**src/rtl/ysyx_22051013_pipe_ctrl_pkg.sv**
```systemverilog
// Shared constants, FSM encodings and output-bundle helpers for the pipeline stall/flush scheduler.
package ysyx_22051013_pipe_ctrl_pkg;

  localparam int YSYX_22051013_REGADDR_W   = 5;
  localparam int YSYX_22051013_MEM_TIMEOUT = 255;

  localparam logic [1:0] YSYX_22051013_PCTL_RUN   = 2'd0;
  localparam logic [1:0] YSYX_22051013_PCTL_LU    = 2'd1;
  localparam logic [1:0] YSYX_22051013_PCTL_MEMW  = 2'd2;
  localparam logic [1:0] YSYX_22051013_PCTL_REDIR = 2'd3;

  typedef struct packed {
    logic pc_hold;
    logic ifid_hold;
    logic ifid_flush;
    logic idex_hold;
    logic idex_flush;
    logic exls_hold;
    logic lswb_flush;
    logic redirect_take;
    logic mem_err;
  } pctl_out_t;

  // Freeze everything up to LS and inject a bubble into WB.
  function automatic pctl_out_t f_mem_stall();
    pctl_out_t v;
    v            = '0;
    v.pc_hold    = 1'b1;
    v.ifid_hold  = 1'b1;
    v.idex_hold  = 1'b1;
    v.exls_hold  = 1'b1;
    v.lswb_flush = 1'b1;
    return v;
  endfunction

  function automatic pctl_out_t f_redirect();
    pctl_out_t v;
    v               = '0;
    v.ifid_flush    = 1'b1;
    v.idex_flush    = 1'b1;
    v.redirect_take = 1'b1;
    return v;
  endfunction

  function automatic pctl_out_t f_load_use();
    pctl_out_t v;
    v            = '0;
    v.pc_hold    = 1'b1;
    v.ifid_hold  = 1'b1;
    v.idex_flush = 1'b1;
    return v;
  endfunction

  function automatic pctl_out_t f_fetch_wait();
    pctl_out_t v;
    v            = '0;
    v.pc_hold    = 1'b1;
    v.ifid_flush = 1'b1;
    return v;
  endfunction

endpackage

```
**src/rtl/ysyx_22051013_pipe_ctrl_if.sv**
```systemverilog
// Hazard inputs and stage-register controls exchanged between the pipeline (master) and the scheduler (slave).
interface ysyx_22051013_pipe_ctrl_if #(
  parameter int REGADDR_W = 5
);
  logic [REGADDR_W-1:0] id_rs1_addr;
  logic                 id_rs1_ren;
  logic [REGADDR_W-1:0] id_rs2_addr;
  logic                 id_rs2_ren;
  logic [REGADDR_W-1:0] ex_rd_addr;
  logic                 ex_rd_ena;
  logic                 ex_is_load;
  logic                 ex_redirect;
  logic                 if_req;
  logic                 if_ack;
  logic                 ls_req;
  logic                 ls_ack;

  logic                 pc_hold;
  logic                 ifid_hold;
  logic                 ifid_flush;
  logic                 idex_hold;
  logic                 idex_flush;
  logic                 exls_hold;
  logic                 lswb_flush;
  logic                 redirect_take;
  logic                 mem_err;

  modport master (
    output id_rs1_addr, id_rs1_ren, id_rs2_addr, id_rs2_ren,
    output ex_rd_addr, ex_rd_ena, ex_is_load, ex_redirect,
    output if_req, if_ack, ls_req, ls_ack,
    input  pc_hold, ifid_hold, ifid_flush, idex_hold, idex_flush,
    input  exls_hold, lswb_flush, redirect_take, mem_err
  );

  modport slave (
    input  id_rs1_addr, id_rs1_ren, id_rs2_addr, id_rs2_ren,
    input  ex_rd_addr, ex_rd_ena, ex_is_load, ex_redirect,
    input  if_req, if_ack, ls_req, ls_ack,
    output pc_hold, ifid_hold, ifid_flush, idex_hold, idex_flush,
    output exls_hold, lswb_flush, redirect_take, mem_err
  );
endinterface

```
**src/rtl/ysyx_22051013_pipe_ctrl_hazard_det.sv**
```systemverilog
// Combinational load-use comparator: an ID source matches the destination of a load sitting in EX.
module ysyx_22051013_hazard_det #(
  parameter int REGADDR_W = 5
) (
  input  logic [REGADDR_W-1:0] i_rs1_addr,
  input  logic                 i_rs1_ren,
  input  logic [REGADDR_W-1:0] i_rs2_addr,
  input  logic                 i_rs2_ren,
  input  logic [REGADDR_W-1:0] i_rd_addr,
  input  logic                 i_rd_ena,
  input  logic                 i_is_load,
  output logic                 o_lu_hit
);
  logic w_rd_live;
  logic w_rs1_hit;
  logic w_rs2_hit;

  // x0 is never a real producer, so it can't create a dependency.
  assign w_rd_live = i_is_load & i_rd_ena & (i_rd_addr != {REGADDR_W{1'b0}});
  assign w_rs1_hit = i_rs1_ren & (i_rs1_addr == i_rd_addr);
  assign w_rs2_hit = i_rs2_ren & (i_rs2_addr == i_rd_addr);
  assign o_lu_hit  = w_rd_live & (w_rs1_hit | w_rs2_hit);
endmodule

```
**src/rtl/ysyx_22051013_pipe_ctrl.sv**
```systemverilog
// Stall/flush scheduler for the 5-stage pipeline; outputs decode combinationally from FSM state and hazards.
// Optional perf counters: define YSYX_22051013_PIPE_PERF_EN.
module ysyx_22051013_pipe_ctrl
  import ysyx_22051013_pipe_ctrl_pkg::*;
#(
  parameter int REGADDR_W   = YSYX_22051013_REGADDR_W,
  parameter int MEM_TIMEOUT = YSYX_22051013_MEM_TIMEOUT
) (
  input  logic clk,
  input  logic rst,
  ysyx_22051013_pipe_ctrl_if.slave bus
`ifdef YSYX_22051013_PIPE_PERF_EN
  ,
  output logic [31:0] perf_lu_cnt,
  output logic [31:0] perf_mem_cnt,
  output logic [31:0] perf_flush_cnt
`endif
);

  localparam logic [8:0] LP_TIMEOUT = 9'(MEM_TIMEOUT);

  logic [1:0] r_state;
  logic [1:0] w_state_nxt;
  logic [7:0] r_cnt;
  logic [7:0] w_cnt_nxt;
  logic       r_pend;
  logic       w_pend_nxt;
  logic       w_pend_any;
  logic       w_lu_hit;
  logic       w_lu_take;
  logic       w_lsu_wait;
  logic       w_fetch_wait;
  logic       w_timeout;
  pctl_out_t  w_dec;
  pctl_out_t  w_out;

  ysyx_22051013_hazard_det #(
    .REGADDR_W (REGADDR_W)
  ) u_hazard_det (
    .i_rs1_addr (bus.id_rs1_addr),
    .i_rs1_ren  (bus.id_rs1_ren),
    .i_rs2_addr (bus.id_rs2_addr),
    .i_rs2_ren  (bus.id_rs2_ren),
    .i_rd_addr  (bus.ex_rd_addr),
    .i_rd_ena   (bus.ex_rd_ena),
    .i_is_load  (bus.ex_is_load),
    .o_lu_hit   (w_lu_hit)
  );

  assign w_lsu_wait   = bus.ls_req & ~bus.ls_ack;
  assign w_fetch_wait = bus.if_req & ~bus.if_ack;
  assign w_pend_any   = r_pend | bus.ex_redirect;
  // r_cnt counts the wait cycles already spent; the current cycle is the +1.
  assign w_timeout    = (({1'b0, r_cnt} + 9'd1) >= LP_TIMEOUT);

  // Next-state and per-cycle control decode.
  always_comb begin
    w_dec       = '0;
    w_state_nxt = r_state;
    w_cnt_nxt   = r_cnt;
    w_pend_nxt  = r_pend;
    w_lu_take   = 1'b0;
    case (r_state)
      YSYX_22051013_PCTL_MEMW: begin
        if (bus.ls_ack) begin
          w_state_nxt = w_pend_any ? YSYX_22051013_PCTL_REDIR : YSYX_22051013_PCTL_RUN;
          w_cnt_nxt   = 8'd0;
          w_pend_nxt  = w_pend_any;
        end else if (w_timeout) begin
          // A redirect caught during the wait must still be honoured after an abort.
          w_dec.mem_err = 1'b1;
          w_state_nxt   = w_pend_any ? YSYX_22051013_PCTL_REDIR : YSYX_22051013_PCTL_RUN;
          w_cnt_nxt     = 8'd0;
          w_pend_nxt    = w_pend_any;
        end else begin
          w_dec      = f_mem_stall();
          w_cnt_nxt  = (r_cnt == 8'hFF) ? r_cnt : r_cnt + 8'd1;
          w_pend_nxt = w_pend_any;
        end
      end
      YSYX_22051013_PCTL_REDIR: begin
        if (w_lsu_wait) begin
          w_dec       = f_mem_stall();
          w_state_nxt = YSYX_22051013_PCTL_MEMW;
          w_cnt_nxt   = 8'd1;
        end else begin
          w_dec       = f_redirect();
          w_state_nxt = YSYX_22051013_PCTL_RUN;
          w_pend_nxt  = 1'b0;
        end
      end
      YSYX_22051013_PCTL_RUN, YSYX_22051013_PCTL_LU: begin
        if (w_lsu_wait) begin
          w_dec       = f_mem_stall();
          w_state_nxt = YSYX_22051013_PCTL_MEMW;
          w_cnt_nxt   = 8'd1;
          w_pend_nxt  = w_pend_any;
        end else if (bus.ex_redirect) begin
          w_dec       = f_redirect();
          w_state_nxt = YSYX_22051013_PCTL_RUN;
        end else if ((r_state == YSYX_22051013_PCTL_RUN) && w_lu_hit) begin
          w_dec       = f_load_use();
          w_lu_take   = 1'b1;
          w_state_nxt = YSYX_22051013_PCTL_LU;
        end else if (w_fetch_wait) begin
          w_dec       = f_fetch_wait();
          w_state_nxt = YSYX_22051013_PCTL_RUN;
        end else begin
          w_state_nxt = YSYX_22051013_PCTL_RUN;
        end
      end
      default: begin
        w_state_nxt = YSYX_22051013_PCTL_RUN;
        w_cnt_nxt   = 8'd0;
        w_pend_nxt  = 1'b0;
      end
    endcase
  end

  // Controls are forced quiet while reset is asserted, independent of the inputs.
  always_comb begin
    if (rst) begin
      w_out = w_dec;
    end else begin
      w_out = '0;
    end
  end

  assign bus.pc_hold       = w_out.pc_hold;
  assign bus.ifid_hold     = w_out.ifid_hold;
  assign bus.ifid_flush    = w_out.ifid_flush;
  assign bus.idex_hold     = w_out.idex_hold;
  assign bus.idex_flush    = w_out.idex_flush;
  assign bus.exls_hold     = w_out.exls_hold;
  assign bus.lswb_flush    = w_out.lswb_flush;
  assign bus.redirect_take = w_out.redirect_take;
  assign bus.mem_err       = w_out.mem_err;

  // FSM state, wait counter and deferred-redirect flag.
  always_ff @(posedge clk or negedge rst) begin
    if (!rst) begin
      r_state <= YSYX_22051013_PCTL_RUN;
      r_cnt   <= 8'd0;
      r_pend  <= 1'b0;
    end else begin
      r_state <= w_state_nxt;
      r_cnt   <= w_cnt_nxt;
      r_pend  <= w_pend_nxt;
    end
  end

`ifdef YSYX_22051013_PIPE_PERF_EN
  // Event counters; free-running and wrapping.
  always_ff @(posedge clk or negedge rst) begin
    if (!rst) begin
      perf_lu_cnt    <= 32'd0;
      perf_mem_cnt   <= 32'd0;
      perf_flush_cnt <= 32'd0;
    end else begin
      perf_lu_cnt    <= perf_lu_cnt + {31'd0, w_lu_take};
      perf_mem_cnt   <= perf_mem_cnt + {31'd0, (r_state == YSYX_22051013_PCTL_MEMW)};
      perf_flush_cnt <= perf_flush_cnt + {31'd0, w_out.redirect_take};
    end
  end
`endif

endmodule

```
**src/flat_wrapper.sv**
```systemverilog
// flat-port wrapper written by rule: the top's interface ports become plain ports
module ysyx_22051013_pipe_ctrl_flat import ysyx_22051013_pipe_ctrl_pkg::*;
#(
  parameter int REGADDR_W   = YSYX_22051013_REGADDR_W,
  parameter int MEM_TIMEOUT = YSYX_22051013_MEM_TIMEOUT
)
  (clk, rst, bus_id_rs1_addr, bus_id_rs1_ren, bus_id_rs2_addr, bus_id_rs2_ren, bus_ex_rd_addr, bus_ex_rd_ena, bus_ex_is_load, bus_ex_redirect, bus_if_req, bus_if_ack, bus_ls_req, bus_ls_ack, bus_pc_hold, bus_ifid_hold, bus_ifid_flush, bus_idex_hold, bus_idex_flush, bus_exls_hold, bus_lswb_flush, bus_redirect_take, bus_mem_err);
  ysyx_22051013_pipe_ctrl_if #(.REGADDR_W(REGADDR_W)) bus_i ();
  input  logic clk;
  input  logic rst;
  input wire logic [$bits(bus_i.id_rs1_addr)-1:0] bus_id_rs1_addr;
  input wire logic [$bits(bus_i.id_rs1_ren)-1:0] bus_id_rs1_ren;
  input wire logic [$bits(bus_i.id_rs2_addr)-1:0] bus_id_rs2_addr;
  input wire logic [$bits(bus_i.id_rs2_ren)-1:0] bus_id_rs2_ren;
  input wire logic [$bits(bus_i.ex_rd_addr)-1:0] bus_ex_rd_addr;
  input wire logic [$bits(bus_i.ex_rd_ena)-1:0] bus_ex_rd_ena;
  input wire logic [$bits(bus_i.ex_is_load)-1:0] bus_ex_is_load;
  input wire logic [$bits(bus_i.ex_redirect)-1:0] bus_ex_redirect;
  input wire logic [$bits(bus_i.if_req)-1:0] bus_if_req;
  input wire logic [$bits(bus_i.if_ack)-1:0] bus_if_ack;
  input wire logic [$bits(bus_i.ls_req)-1:0] bus_ls_req;
  input wire logic [$bits(bus_i.ls_ack)-1:0] bus_ls_ack;
  output wire logic [$bits(bus_i.pc_hold)-1:0] bus_pc_hold;
  output wire logic [$bits(bus_i.ifid_hold)-1:0] bus_ifid_hold;
  output wire logic [$bits(bus_i.ifid_flush)-1:0] bus_ifid_flush;
  output wire logic [$bits(bus_i.idex_hold)-1:0] bus_idex_hold;
  output wire logic [$bits(bus_i.idex_flush)-1:0] bus_idex_flush;
  output wire logic [$bits(bus_i.exls_hold)-1:0] bus_exls_hold;
  output wire logic [$bits(bus_i.lswb_flush)-1:0] bus_lswb_flush;
  output wire logic [$bits(bus_i.redirect_take)-1:0] bus_redirect_take;
  output wire logic [$bits(bus_i.mem_err)-1:0] bus_mem_err;
  assign bus_i.id_rs1_addr = bus_id_rs1_addr;
  assign bus_i.id_rs1_ren = bus_id_rs1_ren;
  assign bus_i.id_rs2_addr = bus_id_rs2_addr;
  assign bus_i.id_rs2_ren = bus_id_rs2_ren;
  assign bus_i.ex_rd_addr = bus_ex_rd_addr;
  assign bus_i.ex_rd_ena = bus_ex_rd_ena;
  assign bus_i.ex_is_load = bus_ex_is_load;
  assign bus_i.ex_redirect = bus_ex_redirect;
  assign bus_i.if_req = bus_if_req;
  assign bus_i.if_ack = bus_if_ack;
  assign bus_i.ls_req = bus_ls_req;
  assign bus_i.ls_ack = bus_ls_ack;
  assign bus_pc_hold = bus_i.pc_hold;
  assign bus_ifid_hold = bus_i.ifid_hold;
  assign bus_ifid_flush = bus_i.ifid_flush;
  assign bus_idex_hold = bus_i.idex_hold;
  assign bus_idex_flush = bus_i.idex_flush;
  assign bus_exls_hold = bus_i.exls_hold;
  assign bus_lswb_flush = bus_i.lswb_flush;
  assign bus_redirect_take = bus_i.redirect_take;
  assign bus_mem_err = bus_i.mem_err;
  ysyx_22051013_pipe_ctrl #(.REGADDR_W(REGADDR_W), .MEM_TIMEOUT(MEM_TIMEOUT)) u_core (.clk(clk), .rst(rst), .bus(bus_i));
endmodule
```
**config.mk**
```make
export PLATFORM = sky130hd
export DESIGN_NAME = ysyx_22051013_pipe_ctrl_flat
export DESIGN_NICKNAME = d
export VERILOG_FILES = /design/src/rtl/ysyx_22051013_pipe_ctrl_pkg.sv /design/src/rtl/ysyx_22051013_pipe_ctrl_if.sv /design/src/rtl/ysyx_22051013_pipe_ctrl_hazard_det.sv /design/src/rtl/ysyx_22051013_pipe_ctrl.sv /design/src/flat_wrapper.sv
export SDC_FILE = /design/constraint.sdc
export NUM_CORES = 1
export LEC_CHECK = 0
export BUFFER_PORTS_ARGS = -buffer_cell sky130_fd_sc_hd__buf_2
export CORE_MARGIN = 2
export CORE_UTILIZATION = 35
export DETAILED_ROUTE_END_ITERATION = 7
export GPL_TIMING_DRIVEN = 0
export PLACE_DENSITY = 0.59
export SYNTH_ARGS = -nofsm -noshare
export SYNTH_HDL_FRONTEND = slang
export SYNTH_SLANG_ARGS = --single-unit
```
**constraint.sdc**
```tcl
create_clock -name clk -period 2 [get_ports clk]
set_clock_uncertainty 0.1 [all_clocks]
set_input_delay 0.2 -clock clk [delete_from_list [all_inputs] [get_ports clk]]
set_output_delay 0.2 -clock clk [all_outputs]
set_load 0.02 [all_outputs]
```
# After elaboration in Yosys (flattened, before gate mapping)
# Index checks and enable logic that the tools add are counted.
[totals]
reg_bits = 11
output_inout_bits = 9
[op_classes]
muxes = 26
eq_ne = 11
n_lt_le_gt_ge = 1
n_reduce_logical = 7
bitwise_logic = 11
n_addsub = 2
[ops]
columns = ["cell", "count"]
rows = [
  ["$mux W9", 7],
  ["$mux W8", 5],
  ["$pmux W9 S3", 1],
  ["$pmux W8 S2", 1],
  ["$mux W2", 6],
  ["$eq A5 B5 Y1", 2],
  ["$add A8 B1 Y9 const B", 1],
  ["$ge A9 B8 Y1 const B", 1],
  ["$add A8 B1 Y8 const B", 1],
  ["$eq A8 B8 Y1 const B", 1],
  ["$and A1 B1 Y1", 7],
  ["$pmux W2 S3", 1],
  ["$reduce_bool A5 Y1", 1],
  ["$eq A2 B2 Y1 const B", 2],
  ["$mux W1", 4],
  ["$ne A2 B1 Y1 const B", 2],
  ["$ne A4 B3 Y1 const B", 1],
  ["$reduce_and A2 Y1", 2],
  ["$ne A3 B2 Y1 const B", 1],
  ["$pmux W1 S3", 1],
  ["$reduce_or A3 Y1", 1],
  ["$eq A2 B1 Y1 const B", 1],
  ["$logic_not A2 Y1", 1],
  ["$ne A2 B2 Y1 const B", 1],
  ["4 further kinds", 6],
]

# Logic depth before layout (Yosys ltp)
# Gate-level depths: netlist of run 1.
[depth]
ltp_word = 10
depth_mapped = 9

# By module
# Synthesis of run 1 repeated with hierarchy kept, for this count alone.
[hier_totals]
cells_unflattened = 130
hier_area_um2 = 1002.2
[modules_own_cells]
columns = ["module", "instances", "cells_per_inst", "area_each_um2"]
rows = [
  ["ysyx_22051013_pipe_ctrl", 1, 113, 867.1],
  ["ysyx_22051013_hazard_det", 1, 17, 135.1],
]

# Worst setup path before layout of run 1
# No wires, ideal clock.
[synth_timing]
path_type = "reg2out"
startpoint = "reg u_core.r_cnt[0]"
endpoint = "out bus_idex_hold"
required_time_ns = 1.700
stages_incl_launch_ff = 9
setup_slack_ns = -0.327
t_arrival_ns = 2.027
path_cell_list = "dfrtp_1 -> ha_1 -> nand2b_1 -> o21ai_1 -> a31oi_1 -> or2_4 -> a22oi_2 -> nor2_1 -> buf_4"
[synth_between]
elab_chain_len = 6
[synth_lines]
columns = ["item", "line_no", "source"]
rows = [
  ["start, declared", "ysyx_22051013_pipe_ctrl.sv:24", "logic [7:0] r_cnt;"],
  ["start signal, assigned", "ysyx_22051013_pipe_ctrl.sv:147", "r_cnt <= w_cnt_nxt;"],
  ["$add A8 B1 Y9", "ysyx_22051013_pipe_ctrl.sv:54", "assign w_timeout = (({1'b0, r_cnt} + 9'd1) >= LP_TIMEOUT);"],
  ["$ge A9 B8 Y1", "ysyx_22051013_pipe_ctrl.sv:54", ""],
  ["$mux W8", "ysyx_22051013_pipe_ctrl.sv:69", "end else if (w_timeout) begin"],
  ["$mux W9", "ysyx_22051013_pipe_ctrl.sv:65", "if (bus.ls_ack) begin"],
  ["$pmux W9 S3", "ysyx_22051013_pipe_ctrl.sv:63", "case (r_state)"],
  ["$mux W9", "ysyx_22051013_pipe_ctrl.sv:122", "if (rst) begin"],
  ["end, declared", "flat_wrapper.sv:26", "output wire logic [$bits(bus_i.idex_hold)-1:0] bus_idex_hold;"],
]
# Every way passes these cells.

# Final worst setup path of run 1
[layout_timing]
startpoint = "reg u_core.r_cnt[0]"
endpoint = "out bus_ifid_hold"
[layout_between]
elab_chain_len = 6
[layout_lines]
columns = ["item", "line_no", "source"]
rows = [
  ["$add A8 B1 Y9", "ysyx_22051013_pipe_ctrl.sv:54", ""],
  ["$ge A9 B8 Y1", "ysyx_22051013_pipe_ctrl.sv:54", ""],
  ["$mux W8", "ysyx_22051013_pipe_ctrl.sv:69", ""],
  ["$mux W9", "ysyx_22051013_pipe_ctrl.sv:65", ""],
  ["$pmux W9 S3", "ysyx_22051013_pipe_ctrl.sv:63", ""],
  ["$mux W9", "ysyx_22051013_pipe_ctrl.sv:122", ""],
  ["end, declared", "flat_wrapper.sv:24", "output wire logic [$bits(bus_i.ifid_hold)-1:0] bus_ifid_hold;"],
]
# Every way passes these cells.

==> reports/results.tsv, run 1 <==
metric	value	unit
ANT cells	0	
register area	279.0	um^2
worst-path cell chain	inv_2, ha_4, nor2_2, o211a_1, o311ai_4, or2_4, a22oi_2, buf_4, nor2_1, buf_2	
Die Height	57.31	um
ys flop type	dfrtp_1	
Initial DRT Pass Iterations	4	
H-tree levels	1	
CP Capture Type	output port	
clk slew on worst S/H paths	70	ps
Mean Syn Cell Area	8.221	um^2
Port Buffer Count	33	
vias in the first global route	1033	
Final min period	2544	ps
PwrDens	904.8	nW/um^2
die area	3284	um^2
DP Wirelength	1833	um
failing checks	setup timing	
max_cap viols	0	
Max Root-Sink Buffers	2	
LEAKAGE	0.6750	nW
initial antenna violation count	0	
clk root buf	clkbuf_4	
I/O Pins	35	
CP peak stage delay	450	ps
layout cells sized above 1	48.30	%
commonest non-fill, non-tap cell in the layout	buf_2	
Syn. warnings	0	
vias per inst	5.193	
Syn Nets	149	
CTS Buf Count	3	
EDFF count, synth	0	
DRC Markers	0	
crit share post-route	127.2	%
Fill cells	252	
most frequent cells in the layout	buf_2, buf_4, nand2_1	
Startpoint Class	flop	
Vias	1075	
crit path DAT	2240	ps
Req. time, crit path	1700	ps
Tightest Pin Transition	526.5	ps
Final Cell Area	1484	um^2
first-pass GRT wire length	4367	um
RSZ-0062 raised after global routing	true	
Layout area overhead	49.18	%
multi-input logic area	724.4	um^2
routability cong.	0.8212	
Final ANT Viol Nets	0	
post-layout net count	205	
endpoints failing hold	0	
Clock Sinks	11	
Die W	57.31	um
max-slew violation count	0	
core region area	2734	um^2
drt total wl	2641	um
DR iter-0 viols	51	
Starting Density	36.38	%
Netlist cell types	45	
GR Overflow Total	0	
largest net degree at the start of global routing	12	
status	finished with violations	
CP max-delay cell	dfrtp_2	
# rows	19	
VDD IR max	0.0007361	V
worst min-delay path class	primary input to flop	
Final WS setup	-544.1	ps
mapped cell area	994.7	um^2
Async SR Flop Fraction	100.0	%
sequential-to-total area share from yosys stat	27.67	%
Max-slew headroom	64.78	%
Syn Inst Count	121	
worst skew pair latency	280	ps
TritonCTS clock tree	yes	
Placed Area	1216	um^2
CP Class	flop to output port	
Synth Register Bits	11	
Setup Viol. Count Final	14	
Fmax	0.3931	GHz
GRT Total Usage	17.12	%
CP Max Fanout	4	
post-DR wirelength/cell	12.76	um
final hold slack	63.64	ps
-- worst paths after layout --
kind	cells past startpoint	end	from	slack (ps)
max in group asynchronous	2	u_core.r_cnt[0]	rst	1020
min reg2reg	1	u_core.r_cnt[0]	u_core.r_cnt[0]	450
max reg2reg	11	u_core.r_cnt[0]	u_core.r_cnt[0]	-330
min in group asynchronous	2	u_core.r_pend	rst	390
min	2	u_core.r_cnt[0]	bus_ls_ack	60
max	10	bus_ifid_hold	u_core.r_cnt[0]	-540
-- area by class of cell --
class                      instances  share of cell area [%]
multi-input combinational        100                   48.82
timing repair buffer              52                   24.11
sequential                        11                   18.80
buffer                             6                   3.035
tap                               31                   2.614
clock buffer                       3                   1.518
inverter                           3                  0.7589
clock inverter                     1                  0.3373
-- flip-flops by register name, summed over array words and instances (netlist names) --
register,count
u_core.r_cnt,8
u_core.r_state,2
u_core.r_pend,1
-- logic make-up (layout without fill, tap and decap cells) --
group	Yosys count	count (layout)	share of synthesized area, %
fa+ha+maj	2	2	2.515
buf+inv	10	65	5.282
flops	11	11	27.67
xor+xnor	12	12	10.57
mux	1	1	1.006
simple gates	50	50	27.05
compound gates	35	35	25.91
-- what timing repair did --
item | in CTS | in global routing
hold buffers | 1 | 0
setup buffers | 11 | 10
endpoints found under the hold margin | 11 | 0
gates resized for setup | 19 | 11
pin swaps | 6 | 10
endpoints found under the setup margin | 17 | 18
-- where the power goes --
group,switching (W),total (W),internal (W)
Clock,0.0000807,0.000155,0.0000742
Combinational,0.000429,0.000852,0.000424
Sequential,0.0000577,0.000336,0.000278
-- worst max-delay path: cells and delay by family (launching register included) --
| kind | cells | cell delay, ps |
|---|---|---|
| simple gates | 3 | 430 |
| buf+inv | 3 | 410 |
| fa+ha+maj | 1 | 200 |
| flops | 1 | 450 |
| compound gates | 3 | 490 |
-- metal layers --
layer  vias to the layer above  share of wire (%)  GRT usage (%)
met1                       500                 43          20.83
met2                        24                 51          29.56
li1                        544                  -              -
met4                         0                2.5          9.635
met3                         7                3.4          1.587
met5                         -                  0              0
-- synth_stat cells (2+ instances only) --
cell,number,area share (%)
dfrtp_1,11,28
nor4_1,3,1.9
ha_1,2,2.5
nor2_1,10,3.8
nand2_1,10,3.8
xnor2_1,3,2.6
clkbuf_2,2,1.0
xor2_1,9,7.9
o21ai_0,8,4.0
nand2b_1,6,3.8
buf_4,3,2.3
o21ai_1,2,1.0
nor2b_1,2,1.3
a31oi_1,2,1.3
nor3_1,6,3.0
nand3_1,2,1.0
inv_1,3,1.1
a21oi_1,8,4.0
and3_1,3,1.9
-- per-stage QoR --
step	TNS, ps	utilization [%]	instances	setup slack, ps	power [W]
after detailed placement	-3021	44.49	185	-510.4	0.0009442
final	-3877	54.28	207	-544.1	0.001343
after floorplan	-590.7	-	121	-182.8	0.0007687
after global placement	-3061	44.49	185	-497.7	0.0009410
after global routing	-5278	54.28	207	-652.6	0.001456
after CTS	-3107	51.17	200	-525.2	0.001227
No activity file was read; power rests on OpenSTA's default activity.
==> run 2: changes to the inputs <==
- ABC_AREA: default -> 1
- PLACE_DENSITY: 0.59 -> 0.58
==> run 2 against run 1 <==
  * Critical path depth is 4 higher
  * Synthesized cell count is 43% higher
  * Combinational power is 2.9% lower
  * Die area is 6.5% higher
  * First-iteration DRC count is 7.8% lower
  * Clock power hardly changed
  * The run still ends with setup timing left
  * Largest power group unchanged
==> reports/results.tsv, run 2 <==
metric	value	unit
status	finished with violations	
failing checks	setup timing	
Startpoint Class	flop	
DRC Markers	0	
max_cap viols	0	
Async SR Flop Fraction	100.0	%
Netlist cell types	22	
Synth Register Bits	11	
Setup WS pre-CTS	-252.0	ps
most frequent cells in the layout	nand2_1, buf_2, inv_1	
CP peak stage delay	440	ps
Final min period	2337	ps
die area	3499	um^2
Synth area leader	dfrtp_1	
Final ANT Viol Nets	0	
clk slew on worst S/H paths	70	ps
crit path DAT	2040	ps
Req. time, crit path	1700	ps
Vias	1127	
synth cell count leaders	nand2_1, nor2_1, inv_1	
commonest non-fill, non-tap cell in the layout	nand2_1	
Syn. warnings	0	
most common cell in the netlist	nand2_1	
VDD IR max	0.0004495	V
Fmax	0.4279	GHz
Clock Sinks	11	
GRT Total Usage	15.27	%
# rows	20	
worst-path cell chain	inv_2, ha_4, nor2_4, nor2_2, nor2_1, nand3_1, nor2_4, nand2_1, nand3_2, nand2_4, nand2_4, buf_4, nor2_4, buf_6	
Fill cells	307	
vias in the first global route	951	
LEAKAGE	0.7784	nW
I/O Pins	35	
ANT cells	0	
Final Cell Area	1476	um^2
Syn Inst Count	173	
largest registers	u_core.r_cnt: 8 flops, u_core.r_state: 2 flops, u_core.r_pend: 1 flops	
Die W	59.16	um
clk root buf	clkbuf_4	
worst skew pair latency	270	ps
Syn Nets	201	
Starting Density	35.76	%
H-tree levels	1	
Core Util, Final	49.58	%
largest reg by FF count	u_core.r_cnt	
CP max-delay cell	dfrtp_2	
worst min-delay path class	primary input to flop	
ys flop type	dfrtp_1	
crit share post-route	116.8	%
Final WS setup	-336.9	ps
PwrDens	891.2	nW/um^2
vias per inst	4.472	
TritonCTS clock tree	yes	
CTS Buf Count	3	
max-slew violation count	0	
first-pass GRT wire length	4112	um
Worst path most repeated cell	nor2_4	
core region area	2978	um^2
RSZ-0062 raised after global routing	true	
routability cong.	0.7667	
share of the synthesized area in the top cell type	25.85	%
Tightest Pin Transition	358.9	ps
Layout area overhead	38.66	%
Port Buffer Count	34	
CP Class	flop to output port	
Die Height	59.16	um
initial antenna violation count	0	
layout cells sized above 1	40.18	%
max reg flops	8	
CP Max Fanout	4	
largest net degree at the start of global routing	16	
drt total wl	2467	um
Placed Area	1286	um^2
post-layout net count	248	
DR iter-0 viols	47	
CP Capture Type	output port	
post-DR wirelength/cell	9.790	um
EDFF count, synth	0	
DP Wirelength	1837	um
Mean Syn Cell Area	6.155	um^2
Setup Viol. Count Final	6	
Max-slew headroom	75.98	%
GR Overflow Total	0	
top post-synthesis cells by area	dfrtp_1, nand2_1, nor2_1	
endpoints failing hold	0	
Max Root-Sink Buffers	2	
Initial DRT Pass Iterations	4	
mapped cell area	1065	um^2
sequential-to-total area share from yosys stat	25.85	%
[run 2: cell types whose count changed after synthesis, sizes merged, moves of 4 or more]
cell	before	now
o21ai	11	16
and3	4	0
nor3	6	1
inv	3	30
a21oi	8	4
nand2	11	56
nand2b	6	0
xor2	9	3
nand3	3	14
nor2	10	29
[run 2: critical path, delay by kind of cell (launching register included)]
kind                     cells  cell delay (ps)
adder cells (fa/ha/maj)      1              210
flip-flops                   1              440
AND/OR/NAND/NOR             10              780
buffers and inverters        3              340
[run 2: path summary, 6_finish.rpt]
kind	from	end	slack, ps	cells past startpoint
min in group asynchronous	rst	u_core.r_cnt[5]	240	2
worst max register to register	u_core.r_cnt[0]	u_core.r_state[0]	80	13
max in group asynchronous	rst	u_core.r_state[1]	1350	2
worst min register to register	u_core.r_pend	u_core.r_pend	380	2
worst min-delay path	bus_ls_ack	u_core.r_cnt[0]	160	4
worst max-delay path	u_core.r_cnt[0]	bus_pc_hold	-340	14
[run 2: kinds of logic after synthesis]
group / share of synthesized area [%]
flip-flops: 25.85
AO/OA/AOI/OAI: 12.93
XOR/XNOR: 2.468
buffers and inverters: 12.46
AND/OR/NAND/NOR: 43.95
adder cells (fa/ha/maj): 2.350
[run 2: area by class of cell]
class                      instances  area [um^2]  share of cell area (%)
inverter                          30        112.6                   7.627
clock buffer                       4        26.28                   1.780
timing repair buffer              42        260.3                   17.63
sequential                        11        279.0                   18.90
tap                               33        41.29                   2.797
multi-input combinational        129        729.5                   49.41
buffer                             3        27.53                   1.864
[run 2: timing repair]
action                                  CTS  global route
endpoints found under the setup margin    6             7
pin swaps                                 6             7
hold endpoints to repair                 11             0
gates resized for setup                  11            17
cloned                                    0             0
buffers inserted                          4             3
hold buffers                              1             0
[run 2: power breakdown]
part / internal [W] / switching (W) / leakage [nW]
Clock: 0.0000773 / 0.0000759 / 0.0150
Combinational: 0.000346 / 0.000481 / 0.623
Sequential: 0.000278 / 0.0000576 / 0.140
[run 2: through the flow]
stage | hold WS [ps] | total power, W | setup TNS, ps | std cells
floorplan | -195.6 | 0.0007711 | 0 | 173
global placement | 11.76 | 0.0009397 | -869.1 | 240
detailed placement | 19.23 | 0.0009405 | -863.5 | 240
CTS | 135.4 | 0.001213 | -2093 | 249
global route | 174.8 | 0.001452 | -2450 | 252
finish | 163.7 | 0.001316 | -1633 | 252
[run 2: metal layers]
| metal | vias to the layer above | routed length, um | GRT usage [%] |
|---|---|---|---|
| met5 | - | 0 | 0 |
| li1 | 623 | - | - |
| met2 | 27 | 1159 | 24.44 |
| met3 | 2 | 123 | 4.585 |
| met4 | 0 | 8 | 1.948 |
| met1 | 475 | 1177 | 20.92 |
==> run 3: changes to the inputs <==
- ABC_AREA: 1 -> default
- PLACE_DENSITY: 0.58 -> 0.59
- SYNTH_HIERARCHICAL: default -> 1
==> run 3 against run 2 <==
  * The run still ends with setup timing left
  * Critical path type unchanged
  * Flip-flop and latch count stayed put
  * Synthesized area down 5.9%
  * Register-to-register slack worse by 40 ps
  * Highest routed layer unchanged
  * Utilization rose by 8.9 points
  * Maximum frequency down 0.47%
==> reports/results.tsv, run 3 <==
metric	value	unit
status	finished with violations	
Sum Neg Setup Slack	-1852	ps
clk slew on worst S/H paths	90	ps
LEAKAGE	0.7008	nW
EDFF count, synth	0	
Tightest Pin Transition	531.5	ps
DRC Markers	0	
Final WS setup	-347.9	ps
Setup Viol. Count Final	6	
first-pass GRT wire length	4657	um
TritonCTS clock tree	yes	
Seq pwr share	26.0	%
post-layout net count	215	
xor-xnor portion of the synthesized cell area	9.613	%
vias per inst	5.452	
combinational share of power	62.8	%
GR Overflow Total	0	
worst min-delay path class	primary input to flop	
flop2flop setup slack	40	ps
max_cap viols	0	
failing checks	setup timing	
crit share post-route	117.4	%
PwrDens	884.7	nW/um^2
VDD IR max	0.0007899	V
mapped cell area	1002	um^2
Startpoint Class	flop	
Final Non-Filler Cells	217	
layout cells sized above 1	50.00	%
complex-gate fraction of the synthesized area	21.47	%
Final min period	2348	ps
drt total wl	3119	um
CP startpoint	u_core/r_cnt[0]	
worst skew pair latency	280	ps
Int Pwr	0.0007703	W
max-slew violation count	0	
CP Max Fanout	5	
worst reg2reg endpoint	u_core/r_cnt[6]	
Port Buffer Count	34	
Mean Syn Cell Area	7.709	um^2
Hold Startpoint	bus_ex_redirect	
Layout area overhead	59.43	%
top post-synthesis cells by area	dfrtp_1, xor2_1, nand2_1	
endpoints failing hold	0	
sequential-to-total area share from yosys stat	27.47	%
Synth Register Bits	11	
Sw Ratio	45.50	%
Die Height	57.51	um
vias in the first global route	1067	
crit path DAT	2050	ps
placed cell count	195	
ANT cells	0	
most common cell in the netlist	nand2_1	
routability cong.	0.7657	
Syn Inst Count	130	
I/O Pins	35	
Worst R2R Start	u_core/r_cnt[1]	
largest net degree at the start of global routing	12	
mux cell area share after synthesis	1.998	%
Async SR Flop Fraction	100.0	%
Initial DRT Pass Iterations	4	
die area	3307	um^2
Setup WS pre-CTS	-329.9	ps
final hold slack	121.8	ps
end point of the critical path	bus_idex_hold	
worst reg2reg path depth	9	
Clock Sinks	11	
commonest non-fill, non-tap cell in the layout	buf_2	
sw power	0.0006432	W
CP Capture Type	output port	
Vias	1183	
RSZ-0062 raised after global routing	true	
# rows	19	
most frequent cells in the layout	buf_2, buf_4, nand2_1	
DP Wirelength	1890	um
share of the synthesized area in the top cell type	27.47	%
largest family of logic cells by synthesized area	simple AND/OR/NAND/NOR gates	
Req. time, crit path	1700	ps
Final ANT Viol Nets	0	
Synth Area in Adders	2.497	%
Fmax	0.4259	GHz
synth cell count leaders	nand2_1, nand3_1, dfrtp_1, nor2_1	
GRT Total Usage	17.83	%
CTS Buf Count	3	
Die W	57.51	um
simple-gate area share of the yosys netlist	30.59	%
ys flop type	dfrtp_1	
clk root buf	clkbuf_4	
initial antenna violation count	0	
CP Class	flop to output port	
largest registers	u_core/r_cnt: 8 flops, u_core/r_state: 2 flops, u_core/r_pend: 1 flops	
largest reg by FF count	u_core/r_cnt	
Netlist cell types	35	
core region area	2734	um^2
H-tree levels	1	
max reg flops	8	
Max Root-Sink Buffers	2	
post-DR wirelength/cell	14.37	um
Starting Density	36.66	%
Clock power frac	11.1	%
Synth area leader	dfrtp_1	
Syn Nets	158	
DR iter-0 viols	48	
Syn. warnings	6	
Max-slew headroom	64.45	%
## run 3: cell count changes after synthesis, moves of 4 or more
cell     change
nor2_1      -12
xor2_1       +5
nor3_1       +4
nand2_2      -6
nand2_1     -30
inv_2        -8
a21oi_1      +5
inv_1       -13
o21ai_2      -5
## run 3: worst max-delay path: stages, from the launching register on
cell and delay (ps):
dfrtp_2 470, buf_6 150, buf_4 130, a21oi_1 190, o21bai_2 120, o311ai_4 100
nand2_2 140, nand2_2 120, o32ai_4 110, buf_6 130, buf_6 120
## run 3: layer usage
metal	vias up	GRT usage [%]	part of all wire, %
met1	555	21.27	38
met3	4	4.535	7.1
met5	-	0	0
met4	0	1.993	0.64
met2	50	32.95	55
li1	574	-	-
## run 3: cells by family after synthesis
group | count (synthesis)
AO/OA/AOI/OAI | 29
flip-flops | 11
adder cells (fa/ha/maj) | 2
multiplexers | 2
AND/OR/NAND/NOR | 62
buffers and inverters | 13
XOR/XNOR | 11
## run 3: cell type report
type / count / area (um^2)
Sequential cell: 11 / 277.8
Fill cell: 232 / 1136
Buffer: 4 / 37.54
Timing Repair Buffer: 51 / 360.3
Clock inverter: 1 / 5.005
Clock buffer: 3 / 22.52
Inverter: 9 / 33.78
Multi-Input combinational cell: 107 / 822.0
Tap cell: 31 / 38.79
## run 3: worst min path at each step
stage,slack (ps),to,depth (start not counted)
finish,120,u_core/r_pend,3
global route,110,u_core/r_pend,3
CTS,120,u_core/r_pend,3
detailed placement,20,u_core/r_cnt[4],1
global placement,20,u_core/r_cnt[4],1
floorplan,-200,u_core/r_cnt[0],0
## run 3: power groups by stage
| stage | clock (W) | sequential (W) | combinational, W |
|---|---|---|---|
| after floorplan | 0 | 0.000338 | 0.000424 |
| after global placement | 0 | 0.000355 | 0.000561 |
| after detailed placement | 0 | 0.000356 | 0.000570 |
| after CTS | 0.000161 | 0.000357 | 0.000751 |
| after global routing | 0.000177 | 0.000379 | 0.000958 |
| final | 0.000157 | 0.000368 | 0.000888 |
## run 3: stage by stage
stage                     util [%]  area, um^2  total power, W
after floorplan                  -        1044       0.0007626
final                        58.44        1598        0.001414
after CTS                    52.86        1445        0.001270
after detailed placement     45.81        1252       0.0009266
after global routing         58.44        1598        0.001514
after global placement       45.81        1252       0.0009154
## run 3: repair_timing
item / CTS / global route
setup endpoints to repair: 16 / 16
gates cloned: 1 / 0
resized for setup: 17 / 27
hold endpoints to repair: 11 / 0
pin swaps: 12 / 26
buffers inserted: 10 / 6
hold buffers: 1 / 0
